--- src/rtl/mem_resp_pkg.sv ---
// Shared types for the memory-stage response queue: size encodings,
// per-entry control record and the bus-width legality check.
package mem_resp_pkg;

  localparam logic [1:0] SZ_B = 2'd0;
  localparam logic [1:0] SZ_H = 2'd1;
  localparam logic [1:0] SZ_W = 2'd2;
  localparam logic [1:0] SZ_D = 2'd3;

  typedef logic [1:0] size_t;

  // Offset, meta and data live in their own arrays because their widths follow
  // the module parameters.
  typedef struct packed {
    logic  is_load;
    size_t size;
    logic  sgn;
  } entry_ctrl_t;

  function automatic bit data_w_legal(int unsigned w);
    return (w == 32) || (w == 64);
  endfunction

endpackage

--- src/rtl/mem_resp_queue_if.sv ---
// EXE/WB-facing handshake bundle of the response queue; the queue takes the
// slave modport, the pipeline side takes master.
interface mem_resp_queue_if #(
  parameter int DATA_W = 32,
  parameter int META_W = 8,
  parameter int DEPTH  = 4
);
  localparam int OFF_W = $clog2(DATA_W / 8);
  localparam int CNT_W = $clog2(DEPTH) + 1;

  logic              req_issue;
  logic              req_is_load;
  logic [1:0]        req_size;
  logic              req_signed;
  logic [OFF_W-1:0]  req_offset;
  logic [META_W-1:0] req_meta;
  logic              req_full;
  logic              data_ok;
  logic [DATA_W-1:0] rdata;
  logic              flush;
  logic              out_valid;
  logic              out_ready;
  logic              out_is_load;
  logic [DATA_W-1:0] out_data;
  logic [META_W-1:0] out_meta;
  logic [CNT_W-1:0]  pending_cnt;

  modport master (
    output req_issue, req_is_load, req_size, req_signed, req_offset, req_meta,
    output data_ok, rdata, flush, out_ready,
    input  req_full, out_valid, out_is_load, out_data, out_meta, pending_cnt
  );

  modport slave (
    input  req_issue, req_is_load, req_size, req_signed, req_offset, req_meta,
    input  data_ok, rdata, flush, out_ready,
    output req_full, out_valid, out_is_load, out_data, out_meta, pending_cnt
  );
endinterface

--- src/rtl/load_extend.sv ---
// Load data aligner: picks the addressed byte/half/word out of the bus word
// and sign- or zero-extends it to the full bus width.
module load_extend
  import mem_resp_pkg::*;
#(
  parameter int DATA_W = 32,
  parameter int OFF_W  = $clog2(DATA_W / 8)
) (
  input  logic [DATA_W-1:0] rdata_i,
  input  size_t             size_i,
  input  logic              sgn_i,
  input  logic [OFF_W-1:0]  offset_i,
  output logic [DATA_W-1:0] res_o
);

  logic [DATA_W-1:0] sh;
  logic [DATA_W-1:0] mask;
  logic              sb;

  always_comb begin
    sh   = rdata_i >> {offset_i, 3'b000};
    mask = '1;
    sb   = 1'b0;
    case (size_i)
      SZ_B: begin mask = DATA_W'(8'hFF);         sb = sh[7];  end
      SZ_H: begin mask = DATA_W'(16'hFFFF);      sb = sh[15]; end
      SZ_W: begin mask = DATA_W'(32'hFFFF_FFFF); sb = sh[31]; end
      default: ;
    endcase
    // Bits above the field are either all sign copies or all zero.
    res_o = (sh & mask) | ((sgn_i && sb) ? ~mask : '0);
  end

endmodule

--- src/rtl/mem_resp_queue.sv ---
// Tracks up to DEPTH outstanding data-bus requests, pairs in-order responses
// with their metadata and hands finished entries to WB. MEM_RESP_BYPASS_EN
// lets a response to the head entry reach WB in the same cycle.
module mem_resp_queue
  import mem_resp_pkg::*;
#(
  parameter int DATA_W = 32,
  parameter int DEPTH  = 4,
  parameter int META_W = 8
) (
  input  logic             clk,
  input  logic             reset,
  mem_resp_queue_if.slave  bus
);

  localparam int OFF_W = $clog2(DATA_W / 8);
  localparam int PTR_W = $clog2(DEPTH);
  localparam int CNT_W = PTR_W + 1;

  if (!data_w_legal(DATA_W) || DEPTH < 2 || (DEPTH & (DEPTH - 1)) != 0) begin : g_bad_cfg
    $error("mem_resp_queue: DATA_W must be 32/64 and DEPTH a power of two >= 2");
  end

  // Pointers carry one wrap bit so full and empty are distinguishable.
  logic [CNT_W-1:0] head_q, head_d, resp_q, resp_d, tail_q, tail_d;
  logic [CNT_W-1:0] drop_q, drop_d;
  logic [DEPTH-1:0] done_q;

  entry_ctrl_t [DEPTH-1:0]             ctrl_q;
  logic        [DEPTH-1:0][OFF_W-1:0]  off_q;
  logic        [DEPTH-1:0][META_W-1:0] meta_q;
  logic        [DEPTH-1:0][DATA_W-1:0] data_q;

  logic [CNT_W-1:0]  live, outst, occ;
  logic [PTR_W-1:0]  hslot, rslot, tslot;
  logic              push, pop, dok_drop, dok_acc, byp, head_vld;
  logic [DATA_W-1:0] ext_src, ext_res;

  assign live  = tail_q - head_q;
  assign outst = tail_q - resp_q;
  assign occ   = live + drop_q;
  assign hslot = head_q[PTR_W-1:0];
  assign rslot = resp_q[PTR_W-1:0];
  assign tslot = tail_q[PTR_W-1:0];

  // Full depends on registered state only, so out_ready never reaches it.
  assign bus.req_full    = (occ == CNT_W'(DEPTH));
  assign bus.pending_cnt = occ;

  assign push     = bus.req_issue && !bus.req_full;
  assign dok_drop = bus.data_ok && (drop_q != '0);
  assign dok_acc  = bus.data_ok && (drop_q == '0) && (outst != '0);

`ifdef MEM_RESP_BYPASS_EN
  assign byp     = dok_acc && (resp_q == head_q);
  assign ext_src = byp ? bus.rdata : data_q[hslot];
`else
  assign byp     = 1'b0;
  assign ext_src = data_q[hslot];
`endif

  assign head_vld = done_q[hslot] | byp;
  assign pop      = head_vld && bus.out_ready;

  always_comb begin
    head_d = head_q + CNT_W'(pop);
    resp_d = resp_q + CNT_W'(dok_acc);
    tail_d = tail_q + CNT_W'(push);
    drop_d = drop_q - CNT_W'(dok_drop);
    if (bus.flush) begin
      head_d = '0;
      resp_d = '0;
      tail_d = '0;
      // Everything still owed by the bus after this edge must be swallowed.
      drop_d = drop_q + outst + CNT_W'(push) - CNT_W'(dok_drop | dok_acc);
    end
  end

  always_ff @(posedge clk) begin
    if (reset) begin
      head_q <= '0;
      resp_q <= '0;
      tail_q <= '0;
      drop_q <= '0;
      done_q <= '0;
    end else begin
      head_q <= head_d;
      resp_q <= resp_d;
      tail_q <= tail_d;
      drop_q <= drop_d;
      if (bus.flush) begin
        done_q <= '0;
      end else begin
        if (dok_acc && !(byp && pop)) done_q[rslot] <= 1'b1;
        if (pop)                      done_q[hslot] <= 1'b0;
      end
    end
  end

  // Payload storage needs no reset: it is only observed behind done bits.
  always_ff @(posedge clk) begin
    if (push) begin
      ctrl_q[tslot] <= '{is_load: bus.req_is_load, size: bus.req_size, sgn: bus.req_signed};
      off_q[tslot]  <= bus.req_offset;
      meta_q[tslot] <= bus.req_meta;
    end
    if (dok_acc) data_q[rslot] <= bus.rdata;
  end

  load_extend #(.DATA_W(DATA_W)) u_ext (
    .rdata_i  (ext_src),
    .size_i   (ctrl_q[hslot].size),
    .sgn_i    (ctrl_q[hslot].sgn),
    .offset_i (off_q[hslot]),
    .res_o    (ext_res)
  );

  assign bus.out_valid   = head_vld;
  assign bus.out_is_load = head_vld && ctrl_q[hslot].is_load;
  assign bus.out_data    = bus.out_is_load ? ext_res : '0;
  assign bus.out_meta    = head_vld ? meta_q[hslot] : '0;

endmodule
--- src/flat_wrapper.sv ---
// flat-port wrapper written by rule: the top's interface ports become plain ports
module mem_resp_queue_flat import mem_resp_pkg::*;
#(
  parameter int DATA_W = 32,
  parameter int DEPTH  = 4,
  parameter int META_W = 8
)
  (clk, reset, bus_req_issue, bus_req_is_load, bus_req_size, bus_req_signed, bus_req_offset, bus_req_meta, bus_data_ok, bus_rdata, bus_flush, bus_out_ready, bus_req_full, bus_out_valid, bus_out_is_load, bus_out_data, bus_out_meta, bus_pending_cnt);
  mem_resp_queue_if #(.DATA_W(DATA_W), .META_W(META_W), .DEPTH(DEPTH)) bus_i ();
  input  logic clk;
  input  logic reset;
  input wire logic [$bits(bus_i.req_issue)-1:0] bus_req_issue;
  input wire logic [$bits(bus_i.req_is_load)-1:0] bus_req_is_load;
  input wire logic [$bits(bus_i.req_size)-1:0] bus_req_size;
  input wire logic [$bits(bus_i.req_signed)-1:0] bus_req_signed;
  input wire logic [$bits(bus_i.req_offset)-1:0] bus_req_offset;
  input wire logic [$bits(bus_i.req_meta)-1:0] bus_req_meta;
  input wire logic [$bits(bus_i.data_ok)-1:0] bus_data_ok;
  input wire logic [$bits(bus_i.rdata)-1:0] bus_rdata;
  input wire logic [$bits(bus_i.flush)-1:0] bus_flush;
  input wire logic [$bits(bus_i.out_ready)-1:0] bus_out_ready;
  output wire logic [$bits(bus_i.req_full)-1:0] bus_req_full;
  output wire logic [$bits(bus_i.out_valid)-1:0] bus_out_valid;
  output wire logic [$bits(bus_i.out_is_load)-1:0] bus_out_is_load;
  output wire logic [$bits(bus_i.out_data)-1:0] bus_out_data;
  output wire logic [$bits(bus_i.out_meta)-1:0] bus_out_meta;
  output wire logic [$bits(bus_i.pending_cnt)-1:0] bus_pending_cnt;
  assign bus_i.req_issue = bus_req_issue;
  assign bus_i.req_is_load = bus_req_is_load;
  assign bus_i.req_size = bus_req_size;
  assign bus_i.req_signed = bus_req_signed;
  assign bus_i.req_offset = bus_req_offset;
  assign bus_i.req_meta = bus_req_meta;
  assign bus_i.data_ok = bus_data_ok;
  assign bus_i.rdata = bus_rdata;
  assign bus_i.flush = bus_flush;
  assign bus_i.out_ready = bus_out_ready;
  assign bus_req_full = bus_i.req_full;
  assign bus_out_valid = bus_i.out_valid;
  assign bus_out_is_load = bus_i.out_is_load;
  assign bus_out_data = bus_i.out_data;
  assign bus_out_meta = bus_i.out_meta;
  assign bus_pending_cnt = bus_i.pending_cnt;
  mem_resp_queue #(.DATA_W(DATA_W), .DEPTH(DEPTH), .META_W(META_W)) u_core (.clk(clk), .reset(reset), .bus(bus_i));
endmodule
--- config.mk ---
export PLATFORM = sky130hd
export DESIGN_NAME = mem_resp_queue_flat
export DESIGN_NICKNAME = d
export VERILOG_FILES = /design/src/rtl/mem_resp_pkg.sv /design/src/rtl/mem_resp_queue_if.sv /design/src/rtl/load_extend.sv /design/src/rtl/mem_resp_queue.sv /design/src/flat_wrapper.sv
export SDC_FILE = /design/constraint.sdc
export NUM_CORES = 1
export LEC_CHECK = 0
export CORE_MARGIN = 3
export CORE_UTILIZATION = 55
export DETAILED_ROUTE_END_ITERATION = 8
export GPL_TIMING_DRIVEN = 0
export PLACE_DENSITY_LB_ADDON = 0.3
export SLEW_MARGIN = 20
export SYNTH_ARGS = -nofsm -noshare
export SYNTH_HDL_FRONTEND = slang
export SYNTH_HIERARCHICAL = 1
export SYNTH_SLANG_ARGS = --single-unit
--- constraint.sdc ---
create_clock -name clk -period 4.6 [get_ports clk]
set_clock_uncertainty 0.1 [all_clocks]
set_input_delay 1.15 -clock clk [delete_from_list [all_inputs] [get_ports clk]]
set_output_delay 1.15 -clock clk [all_outputs]
set_load 0.01 [all_outputs]
==> results of run 1 <==
[kinds of logic after synthesis]
logic type	after synthesis	synth area share
adder cells (fa/ha/maj)	18	0.02923
AND/OR/NAND/NOR	107	0.06932
flip-flops	200	0.6503
AO/OA/AOI/OAI	62	0.05846
multiplexers	67	0.1431
buffers and inverters	58	0.03229
XOR/XNOR	11	0.01726
[Yosys cell counts (3+ instances only)]
cell / count / share of area
sky130_fd_sc_hd__edfxtp_1: 184 / 0.61
sky130_fd_sc_hd__mux4_2: 49 / 0.12
sky130_fd_sc_hd__and3_1: 32 / 0.022
sky130_fd_sc_hd__inv_1: 23 / 0.0096
sky130_fd_sc_hd__nand2_1: 22 / 0.0092
sky130_fd_sc_hd__and2_1: 16 / 0.011
sky130_fd_sc_hd__clkbuf_1: 16 / 0.0067
sky130_fd_sc_hd__dfxtp_1: 16 / 0.036
sky130_fd_sc_hd__mux2i_1: 16 / 0.018
sky130_fd_sc_hd__a21oi_1: 13 / 0.0072
sky130_fd_sc_hd__ha_1: 13 / 0.018
sky130_fd_sc_hd__a211oi_1: 10 / 0.0084
sky130_fd_sc_hd__nor2b_1: 8 / 0.0056
sky130_fd_sc_hd__o31ai_2: 8 / 0.011
sky130_fd_sc_hd__a31oi_1: 7 / 0.0049
sky130_fd_sc_hd__nor2_1: 7 / 0.0029
sky130_fd_sc_hd__buf_4: 6 / 0.0050
sky130_fd_sc_hd__o32ai_1: 6 / 0.0058
sky130_fd_sc_hd__buf_2: 5 / 0.0028
sky130_fd_sc_hd__fa_1: 5 / 0.011
sky130_fd_sc_hd__or2_0: 5 / 0.0035
sky130_fd_sc_hd__nor3_1: 4 / 0.0022
sky130_fd_sc_hd__o2111ai_1: 4 / 0.0039
sky130_fd_sc_hd__xnor2_1: 4 / 0.0039
sky130_fd_sc_hd__a2111oi_2: 3 / 0.0050
sky130_fd_sc_hd__o21ai_0: 3 / 0.0017
sky130_fd_sc_hd__or2_1: 3 / 0.0021
[how the worst min path moves through the flow]
stage | to | slack, ns | cells after the start
final | u_core/done_q[3] | 0.39 | 2
after global routing | u_core/done_q[3] | 0.42 | 2
after CTS | u_core/done_q[3] | 0.39 | 2
after detailed placement | u_core/done_q[3] | 0.37 | 2
after global placement | u_core/done_q[2] | 0.35 | 2
after floorplan | u_core/done_q[2] | 0.33 | 2
[worst reg2reg max path, delay by kind of cell, from the launching register on]
kind | cells | cell delay [ns]
adders and majority gates | 5 | 1.70
xor gates and xnor gates | 3 | 0.88
DFF | 1 | 0.51
AOI/OAI and AO/OA | 2 | 0.50
buffers and inverters | 2 | 0.27
and+or+nand+nor | 1 | 0.09
[power by group]
part,switching (mW),internal (mW),leakage [nW],total [mW]
clock network,0.656,0.760,0.274,1.42
registers,0.0462,2.12,1.79,2.16
logic,0.768,0.667,1.91,1.43
total,1.47,3.54,3.98,5.01
[repair_timing]
| action | in CTS | in global routing |
|---|---|---|
| cloned | 1 | 0 |
| pin swaps | 3 | 2 |
| hold buffers | 0 | 0 |
| setup buffers | 14 | 2 |
| resized for setup | 59 | 6 |
| endpoints found under the setup margin | 34 | 4 |
[state kept, by name, summed over array words and instances, names as in the netlist]
| register | cells |
|---|---|
| u_core/ctrl_q | 16 |
| u_core/data_q | 128 |
| u_core/done_q | 4 |
| u_core/drop_q | 3 |
| u_core/head_q | 3 |
| u_core/meta_q | 32 |
| u_core/off_q | 8 |
| u_core/resp_q | 3 |
| u_core/tail_q | 3 |
[metrics by stage]
stage                     instances  setup slack, ns  instance area [sq um]  hold WS [ns]  total power [mW]
after CTS                       887          0.03564                  11180        0.3906             5.001
after floorplan                 523           0.7627                   8989        0.3334             3.047
after global routing            889         -0.02756                  11210        0.4166             5.223
after detailed placement        843          -0.3358                  10400        0.3689             3.476
after global placement          835          -0.2955                  10220        0.3486             3.355
final                           889          0.07326                  11210        0.3939             5.012
[metal layers]
layer / vias to the layer above / share of wire / GRT usage / wire, um
li1: 2353 / - / - / -
met1: 2672 / 0.40 / 0.2965 / 7762
met2: 185 / 0.52 / 0.3796 / 10130
met3: 35 / 0.055 / 0.04464 / 1057
met4: 0 / 0.022 / 0.08286 / 426
met5: - / 0 / 0 / 0
[cells in the final DEF (no fill, tap or decap), drive strengths merged, types with 4 or more instances in the layout]
cell,count
edfxtp,184
clkdlybuf4s50,73
mux4,49
buf,38
clkbuf,35
and3,32
inv,27
dlygate4sd2,22
nand2,22
and2,17
mux2i,16
dfxtp,16
a21oi,13
ha,13
a211oi,11
o31ai,10
nor2b,8
nor2,8
o32ai,8
or2,8
a31oi,7
clkinv,7
fa,5
xnor2,5
o2111ai,4
nor3,4
[area by class of cell]
class / count / area share
multi-input cells: 265 / 0.2638
repair buffers: 121 / 0.1068
clock inverters: 14 / 0.01272
inverters: 23 / 0.007701
clock buffers: 18 / 0.03828
flip-flops and latches: 200 / 0.5216
plain buffers: 32 / 0.02489
well taps: 216 / 0.02411
==> run summary, run 1 <==
run status -> completed
Avg Inst Size Synth -> 17.19 sq um
cell count along the critical path -> 9
gate count of the mapped netlist -> 523
Critical Path Start -> u_core/head_q[0]
endpoint of the worst setup timing path -> bus_out_data[17]
CP max FO -> 10
total wire length after detailed routing -> 19370 um
Max Clk Rate -> 220.9 MHz
summed negative setup slack over all endpoints -> 0 ns
largest net degree at the start of global routing -> 26
number of hold violations in the final report -> 0
core area -> 15940 sq um
count of state elements after synthesis -> 200
die area -> 17910 sq um
Diodes inserted -> 0
R2R depth -> 13
Starting Density -> 0.5638
register area share after synthesis -> 0.6503
count of buffers from port buffering -> 96
Critical Path AT -> 3.28 ns
final net count -> 730
total number of vias -> 5245
net count after synthesis -> 593
Tmin final -> 4.527 ns
endpoints failing setup -> 0
unrepaired setup endpoints after global routing -> yes
Iter 0 DRT Violations -> 563
H-tree depth -> 4
clock tree from TritonCTS -> yes
class of the most critical hold timing path -> register to register
Core Rows -> 46
total clock buffers created by CTS -> 17
number of buffers between clock root and the deepest sink -> 2
area of the multi-input gates -> 2958 sq um
WL/cell -> 21.79 um
number of primary I/O pins -> 98
final worst path period share -> 0.9841
Clk pin slew, worst setup/hold paths -> 0.07 ns
main flop type after synthesis -> sky130_fd_sc_hd__edfxtp_1
utilization after layout -> 0.7032
maximum single-stage delay on the critical path -> 0.57 ns
count of clock tree sinks -> 200
DRC violation count after routing -> 0
Tot GR Track Use -> 0.2257
FFs w/ async S/R, synth -> 0
clock latency of the later-clocked register in the worst-skew pair -> 0.43 ns
max-slew headroom at the worst pin -> 0.4775
cell type of the slowest stage on the worst timing path -> sky130_fd_sc_hd__mux4_2
setup slack of the worst register-to-register path -> 0.46 ns
Filler Cell Count -> 987
beginning of the worst register-to-register path -> u_core/tail_q[0]
Syn Std Cell Area -> 8989 sq um
power per unit of standard cell area -> 447.1 nW/um^2
post-synthesis cell type count -> 54
vertical die dimension -> 133.8 um
maximum resistive drop on vdd -> 0.0003367 V
launching element type of the critical path -> register
routed vias/inst -> 5.900
actual slew at the worst max-slew pin -> 0.7838 ns
number of max-cap violations -> 0
fraction of layout cells with a size suffix above 1 -> 0.2377
leakage power -> 3.981 nW
antenna viol nets, final -> 0
weighted congestion reported at the end of routability-driven placement -> 0.8963
wire length of the first global-routing pass -> 30460 um
x dimension of the die -> 133.8 um
via count of the first global-routing pass -> 5487
number of flops mapped to enable cells by yosys -> 184
first-pass iteration count of the detailed router -> 7
critical-path cell list -> buf_6 > buf_12 > buf_12 > mux4_2 > mux4_2 > nor2_4 > o32ai_2 > and3_1 > clkdlybuf4s50_1
category of the critical setup timing path -> register to output port
required time worst endpoint -> 3.35 ns
area delta synth->final -> 24.72%
Largest delay share family, worst path -> multiplexers
total overflow reported by the global router -> 0
CP endpoint kind -> output port
fin. max-slew vios -> 0
worst path buffer plus inverter count -> 4
end of the worst register-to-register path -> u_core/drop_q[2]
start point of the worst hold path -> u_core/done_q[3]
clock root buffer master -> sky130_fd_sc_hd__clkbuf_16
register area -> 5848 sq um
number of antenna violations at the first check in global routing -> 0
warning count from the yosys run -> 6
HPWL after detailed placement -> 13410 um
Note: power is estimated with default switching activity, not from simulation.
==> inputs of run 2 (changes only) <==
Clock period 4.6 ns to 5.3 ns, I/O delays scaled along.
==> run summary, run 2 (synthesis gave the netlist of run 1 again) <==
HPWL after detailed placement -> 13410 um (unchanged)
Placed Instances -> 843 (unchanged)
Diodes inserted -> 0 (unchanged)
vertical die dimension -> 133.8 um (unchanged)
minimum hold slack -> 0.3939 ns (about the same)
Iter 0 DRT Violations -> 624 (was 563)
endpoints failing setup -> 0 (unchanged)
commonest non-fill, non-tap cell in the layout -> sky130_fd_sc_hd__edfxtp_1 (unchanged)
number of buffers inserted for hold repair after clock tree synthesis -> 0 (unchanged)
Reg with most FFs -> u_core/data_q (unchanged)
max-slew headroom at the worst pin -> 0.4796 (was 0.4775)
WL/cell -> 21.52 um (was 21.79 um)
die area -> 17910 sq um (unchanged)
x dimension of the die -> 133.8 um (unchanged)
Critical Path Start -> u_core/head_q[0] (unchanged)
area delta synth->final -> 22.62% (was 24.72%)
first-pass iteration count of the detailed router -> 5 (was 7)
number of antenna violations at the first check in global routing -> 0 (unchanged)
DRC violation count after routing -> 0 (unchanged)
met2 capacity usage during global routing -> 0.3689 (was 0.3796)
clock root buffer master -> sky130_fd_sc_hd__clkbuf_16 (unchanged)
count of clock tree sinks -> 200 (unchanged)
antenna viol nets, final -> 0 (unchanged)
filler-free cell count of the finished design -> 877 (was 889)
start point of the worst hold path -> u_core/done_q[2] (was u_core/done_q[3])
maximum resistive drop on vdd -> 0.0002755 V (was 0.0003367 V)
routed vias/inst -> 5.900 (about the same)
beginning of the worst register-to-register path -> u_core/tail_q[1] (was u_core/tail_q[0])
count of buffers from port buffering -> 96 (unchanged)
most heavily used metal layer in global routing -> met2 (unchanged)
required time worst endpoint -> 3.88 ns (was 3.35 ns)
critical-path cell list -> buf_2 > buf_8 > buf_6 > mux4_2 > mux4_2 > a211oi_4 > buf_4 > a31oi_1 > and3_1 > clkdlybuf4s50_1 (was buf_6 > buf_12 > buf_12 > mux4_2 > mux4_2 > nor2_4 > o32ai_2 > and3_1 > clkdlybuf4s50_1)
worst path buffer plus inverter count -> 5 (was 4)
Critical Path AT -> 3.72 ns (was 3.28 ns)
fraction of layout cells with a size suffix above 1 -> 0.2073 (was 0.2377)
clock latency of the later-clocked register in the worst-skew pair -> 0.43 ns (about the same)
Core Rows -> 46 (unchanged)
category of the critical setup timing path -> register to output port (unchanged)
CP endpoint kind -> output port (unchanged)
total number of vias -> 5174 (was 5245)
cell type of the slowest stage on the worst timing path -> sky130_fd_sc_hd__mux4_2 (unchanged)
number of hold violations in the final report -> 0 (unchanged)
clock tree from TritonCTS -> yes (unchanged)
Clk pin slew, worst setup/hold paths -> 0.07 ns (about the same)
Tot GR Track Use -> 0.2212 (was 0.2257)
post-layout total power -> 4.242 mW (was 5.012 mW)
power per unit of standard cell area -> 384.8 nW/um^2 (was 447.1 nW/um^2)
largest net degree at the start of global routing -> 26 (unchanged)
unrepaired setup endpoints after global routing -> yes (unchanged)
final worst path period share -> 0.9709
total overflow reported by the global router -> 0 (unchanged)
H-tree depth -> 4 (unchanged)
total clock buffers created by CTS -> 17 (unchanged)
Max Clk Rate -> 194.3 MHz
flip-flop count of the largest register after layout -> 128 (unchanged)
final net count -> 718 (was 730)
number of primary I/O pins -> 98 (unchanged)
via count of the first global-routing pass -> 5366 (was 5487)
most frequent cells in the layout -> sky130_fd_sc_hd__edfxtp_1 (184), sky130_fd_sc_hd__clkdlybuf4s50_1 (96), sky130_fd_sc_hd__mux4_2 (49) (was sky130_fd_sc_hd__edfxtp_1 (184), sky130_fd_sc_hd__clkdlybuf4s50_1 (73), sky130_fd_sc_hd__mux4_2 (49))
Tmin final -> 5.146 ns
Starting Density -> 0.5638 (unchanged)
fin worst setup slack -> 0.1543 ns (was 0.07326 ns)
utilization after layout -> 0.6913 (was 0.7032)
summed negative setup slack over all endpoints -> 0 ns (unchanged)
placed standard-cell area -> 10400 sq um (unchanged)
met1 Use GR -> 0.2956 (was 0.2965)
leakage power -> 3.756 nW (was 3.981 nW)
met3 layer usage reported by global route -> 0.04201 (was 0.04464)
maximum single-stage delay on the critical path -> 0.63 ns (was 0.57 ns)
CP dominant cell by count -> sky130_fd_sc_hd__mux4_2
class of the most critical hold timing path -> register to register (unchanged)
core area -> 15940 sq um (unchanged)
fin. max-slew vios -> 0 (unchanged)
weighted congestion reported at the end of routability-driven placement -> 0.8963 (unchanged)
summed area of non-filler cells in the final layout -> 11020 sq um (was 11210 sq um)
run status -> completed (unchanged)
largest registers -> u_core/data_q: 128 flops, u_core/meta_q: 32 flops, u_core/ctrl_q: 16 flops (unchanged)
post-placement setup slack -> 0.1892 ns (was -0.3358 ns)
total wire length after detailed routing -> 18870 um (was 19370 um)
number of max-cap violations -> 0 (unchanged)
CP max FO -> 10 (unchanged)
number of buffers between clock root and the deepest sink -> 2 (unchanged)
launching element type of the critical path -> register (unchanged)
Largest delay share family, worst path -> buffers and inverters (was multiplexers)
actual slew at the worst max-slew pin -> 0.7806 ns (was 0.7838 ns)
wire length of the first global-routing pass -> 29810 um (was 30460 um)
[run 2: cell count changes in the layout (fill, tap and decap cells not counted), sizes merged]
cell | before | now
dlygate4sd2 | 22 | 0
dlymetal6s2s | 3 | 1
clkbuf | 35 | 36
clkdlybuf4s25 | 0 | 1
dlymetal6s4s | 0 | 1
clkdlybuf4s50 | 73 | 96
buf | 38 | 24
[run 2: path summary, 6_finish.rpt]
path	end	slack (ns)	depth (start not counted)
worst min register to register	u_core/done_q[2]	0.39	2
worst max-delay path	bus_out_data[12]	0.15	10
worst min-delay path	u_core/done_q[2]	0.39	2
worst max register to register	u_core/drop_q[2]	0.90	12
[run 2: per-layer routing]
layer / part of all wire / vias to the layer above
met5: 0 / -
met4: 0.020 / 0
met3: 0.053 / 32
met2: 0.52 / 168
met1: 0.41 / 2643
li1: - / 2331
[run 2: final cells by class]
class	instances	area (sq um)
Buffer	34	225.2
Clock buffer	18	429.2
Clock inverter	14	142.6
Fill cell	1009	4921
Inverter	23	86.33
Multi-Input combinational cell	265	2909
Sequential cell	200	5846
Tap cell	216	270.3
Timing Repair Buffer	107	1114
[run 2: timing repair]
item,4_1_cts,5_1_grt
hold endpoints to repair,0,0
pin swaps,1,1
buffers inserted,1,1
gates cloned,1,0
setup endpoints to repair,24,23
gates resized for setup,4,8
[run 2: report_power, final]
part | switching (mW) | internal, mW
Combinational | 0.627 | 0.507
Clock | 0.571 | 0.659
Sequential | 0.0399 | 1.84
Total | 1.24 | 3.00
[run 2: worst reg2reg max path: cells and delay by family, from the launching register on]
kind,cells,cell delay [ns]
AO/OA/AOI/OAI,2,0.48
XOR/XNOR,4,1.18
buffers and inverters,2,0.22
adder cells (fa/ha/maj),4,1.83
flip-flops,1,0.50
==> inputs of run 3 (changes only) <==
Settings changed: CAP_MARGIN from default to 20, CELL_PAD_IN_SITES_DETAIL_PLACEMENT from default to 0, CELL_PAD_IN_SITES_GLOBAL_PLACEMENT from default to 2, CORE_MARGIN 3 to 2, CORE_UTILIZATION 55 to 45.
==> run summary, run 3 (synthesis gave the netlist of run 1 again) <==
leakage power -> 3.771 nW (was 3.756 nW)
summed negative setup slack over all endpoints -> 0 ns (unchanged)
critical-path cell list -> buf_2 > buf_4 > mux4_2 > buf_2 > buf_1 > nor3b_4 > buf_4 > nand2_1 > o31ai_2 > and3_1 > clkdlybuf4s50_1 (was buf_2 > buf_8 > buf_6 > mux4_2 > mux4_2 > a211oi_4 > buf_4 > a31oi_1 > and3_1 > clkdlybuf4s50_1)
Starting Density -> 0.4603 (was 0.5638)
total clock buffers created by CTS -> 17 (unchanged)
clock latency of the later-clocked register in the worst-skew pair -> 0.43 ns (about the same)
WL/cell -> 20.40 um (was 21.52 um)
area delta synth->final -> 23.73% (was 22.62%)
via count of the first global-routing pass -> 5166 (was 5366)
class of the most critical hold timing path -> register to register (unchanged)
final net count -> 719 (was 718)
x dimension of the die -> 145.3 um (was 133.8 um)
category of the critical setup timing path -> register to output port (unchanged)
total wire length after detailed routing -> 18910 um (was 18870 um)
run status -> completed (unchanged)
first-pass iteration count of the detailed router -> 5 (unchanged)
total number of vias -> 5026 (was 5174)
Max Clk Rate -> 195.9 MHz (was 194.3 MHz)
core area -> 19530 sq um (was 15940 sq um)
Tmin final -> 5.105 ns (was 5.146 ns)
actual slew at the worst max-slew pin -> 0.7340 ns (was 0.7806 ns)
Core Rows -> 51 (was 46)
CP endpoint kind -> output port (unchanged)
max-slew headroom at the worst pin -> 0.5089 (was 0.4796)
CP max FO -> 10 (unchanged)
unrepaired setup endpoints after global routing -> yes (unchanged)
summed area of non-filler cells in the final layout -> 11120 sq um (was 11020 sq um)
endpoints failing setup -> 0 (unchanged)
Clk pin slew, worst setup/hold paths -> 0.07 ns (about the same)
largest registers -> u_core/data_q: 128 flops, u_core/meta_q: 32 flops, u_core/ctrl_q: 16 flops (unchanged)
total overflow reported by the global router -> 0 (unchanged)
maximum resistive drop on vdd -> 0.0002370 V (was 0.0002755 V)
maximum single-stage delay on the critical path -> 0.58 ns (was 0.63 ns)
Iter 0 DRT Violations -> 258 (was 624)
largest net degree at the start of global routing -> 24 (was 26)
number of max-cap violations -> 0 (unchanged)
routed vias/inst -> 5.422 (was 5.900)
required time worst endpoint -> 3.88 ns (about the same)
Critical Path AT -> 3.68 ns (was 3.72 ns)
cell type of the slowest stage on the worst timing path -> sky130_fd_sc_hd__mux4_2 (unchanged)
commonest non-fill, non-tap cell in the layout -> sky130_fd_sc_hd__edfxtp_1 (unchanged)
wire length of the first global-routing pass -> 29680 um (was 29810 um)
vertical die dimension -> 145.3 um (was 133.8 um)
clock root buffer master -> sky130_fd_sc_hd__clkbuf_16 (unchanged)
DRC violation count after routing -> 0 (unchanged)
placed standard-cell area -> 10460 sq um (was 10400 sq um)
flip-flop count of the largest register after layout -> 128 (unchanged)
count of buffers from port buffering -> 96 (unchanged)
clock tree from TritonCTS -> yes (unchanged)
launching element type of the critical path -> register (unchanged)
number of hold violations in the final report -> 0 (unchanged)
HPWL after detailed placement -> 13660 um (was 13410 um)
number of antenna violations at the first check in global routing -> 0 (unchanged)
most frequent cells in the layout -> sky130_fd_sc_hd__edfxtp_1 (184), sky130_fd_sc_hd__clkdlybuf4s50_1 (96), sky130_fd_sc_hd__mux4_2 (49) (unchanged)
count of clock tree sinks -> 200 (unchanged)
fraction of layout cells with a size suffix above 1 -> 0.2100 (was 0.2073)
filler-free cell count of the finished design -> 927 (was 877)
Placed Instances -> 892 (was 843)
final worst path period share -> 0.9632 (was 0.9709)
Filler Cell Count -> 1550 (was 1009)
number of primary I/O pins -> 98 (unchanged)
Diodes inserted -> 0 (unchanged)
weighted congestion reported at the end of routability-driven placement -> 0.8032 (was 0.8963)
power per unit of standard cell area -> 388.9 nW/um^2 (was 384.8 nW/um^2)
number of buffers between clock root and the deepest sink -> 2 (unchanged)
fin. max-slew vios -> 0 (unchanged)
antenna viol nets, final -> 0 (unchanged)
Reg with most FFs -> u_core/data_q (unchanged)
Tot GR Track Use -> 0.1860 (was 0.2212)
H-tree depth -> 4 (unchanged)
die area -> 21120 sq um (was 17910 sq um)
-- run 3: worst paths after layout --
| check | start | to | slack, ns | cells after the start |
|---|---|---|---|---|
| worst min-delay path | u_core/done_q[3] | u_core/done_q[3] | 0.37 | 2 |
| worst max register to register | u_core/tail_q[1] | u_core/drop_q[2] | 0.94 | 12 |
| worst min register to register | u_core/done_q[3] | u_core/done_q[3] | 0.37 | 2 |
| worst max-delay path | u_core/head_q[0] | bus_out_data[24] | 0.19 | 11 |
-- run 3: critical path, delay by kind of cell, from the launching register on --
family / cells / cell delay, ns
AND/OR/NAND/NOR: 3 / 0.52
flip-flops: 1 / 0.37
AO/OA/AOI/OAI: 1 / 0.07
multiplexers: 1 / 0.58
buffers and inverters: 6 / 1.72
-- run 3: metrics by stage --
stage               utilization  setup WS (ns)  hold slack [ns]  power, mW
floorplan                     -          1.288           0.3334      2.645
global placement         0.5265         0.1895           0.3439      2.937
detailed placement       0.5355         0.1246           0.3607      3.013
CTS                      0.5681       0.002331           0.3710      4.352
global route             0.5696      -0.005838           0.3962      4.524
finish                   0.5696         0.1948           0.3737      4.325
-- run 3: per-layer routing --
layer,wire [um],vias to the layer above,share of wire,GRT usage
met5,0,-,0,0
met4,210,0,0.011,0.05147
met3,769,17,0.041,0.03699
met2,9531,111,0.50,0.3059
met1,8402,2576,0.44,0.2560
li1,-,2322,-,-
-- run 3: final cells by class --
cell class              instances  area, sq um  share of cell area
multi-input cells             265         2909              0.2616
well taps                     265        331.6             0.02981
plain buffers                  34        215.2             0.01935
repair buffers                108         1116              0.1003
inverters                      23        86.33            0.007762
clock inverters                14        188.9             0.01699
clock buffers                  18        429.2             0.03859
flip-flops and latches        200         5846              0.5256
-- run 3: report_power, final --
part | leakage [nW] | switching, mW | internal (mW) | total (mW)
combinational | 1.68 | 0.613 | 0.503 | 1.12
sequential | 1.79 | 0.0388 | 1.84 | 1.87
clock | 0.298 | 0.578 | 0.757 | 1.33
-- run 3: what timing repair did --
action,4_1_cts,5_1_grt
pin swaps,1,1
resized for setup,4,5
buffers inserted,1,3
endpoints found under the setup margin,24,17
hold buffers,0,0
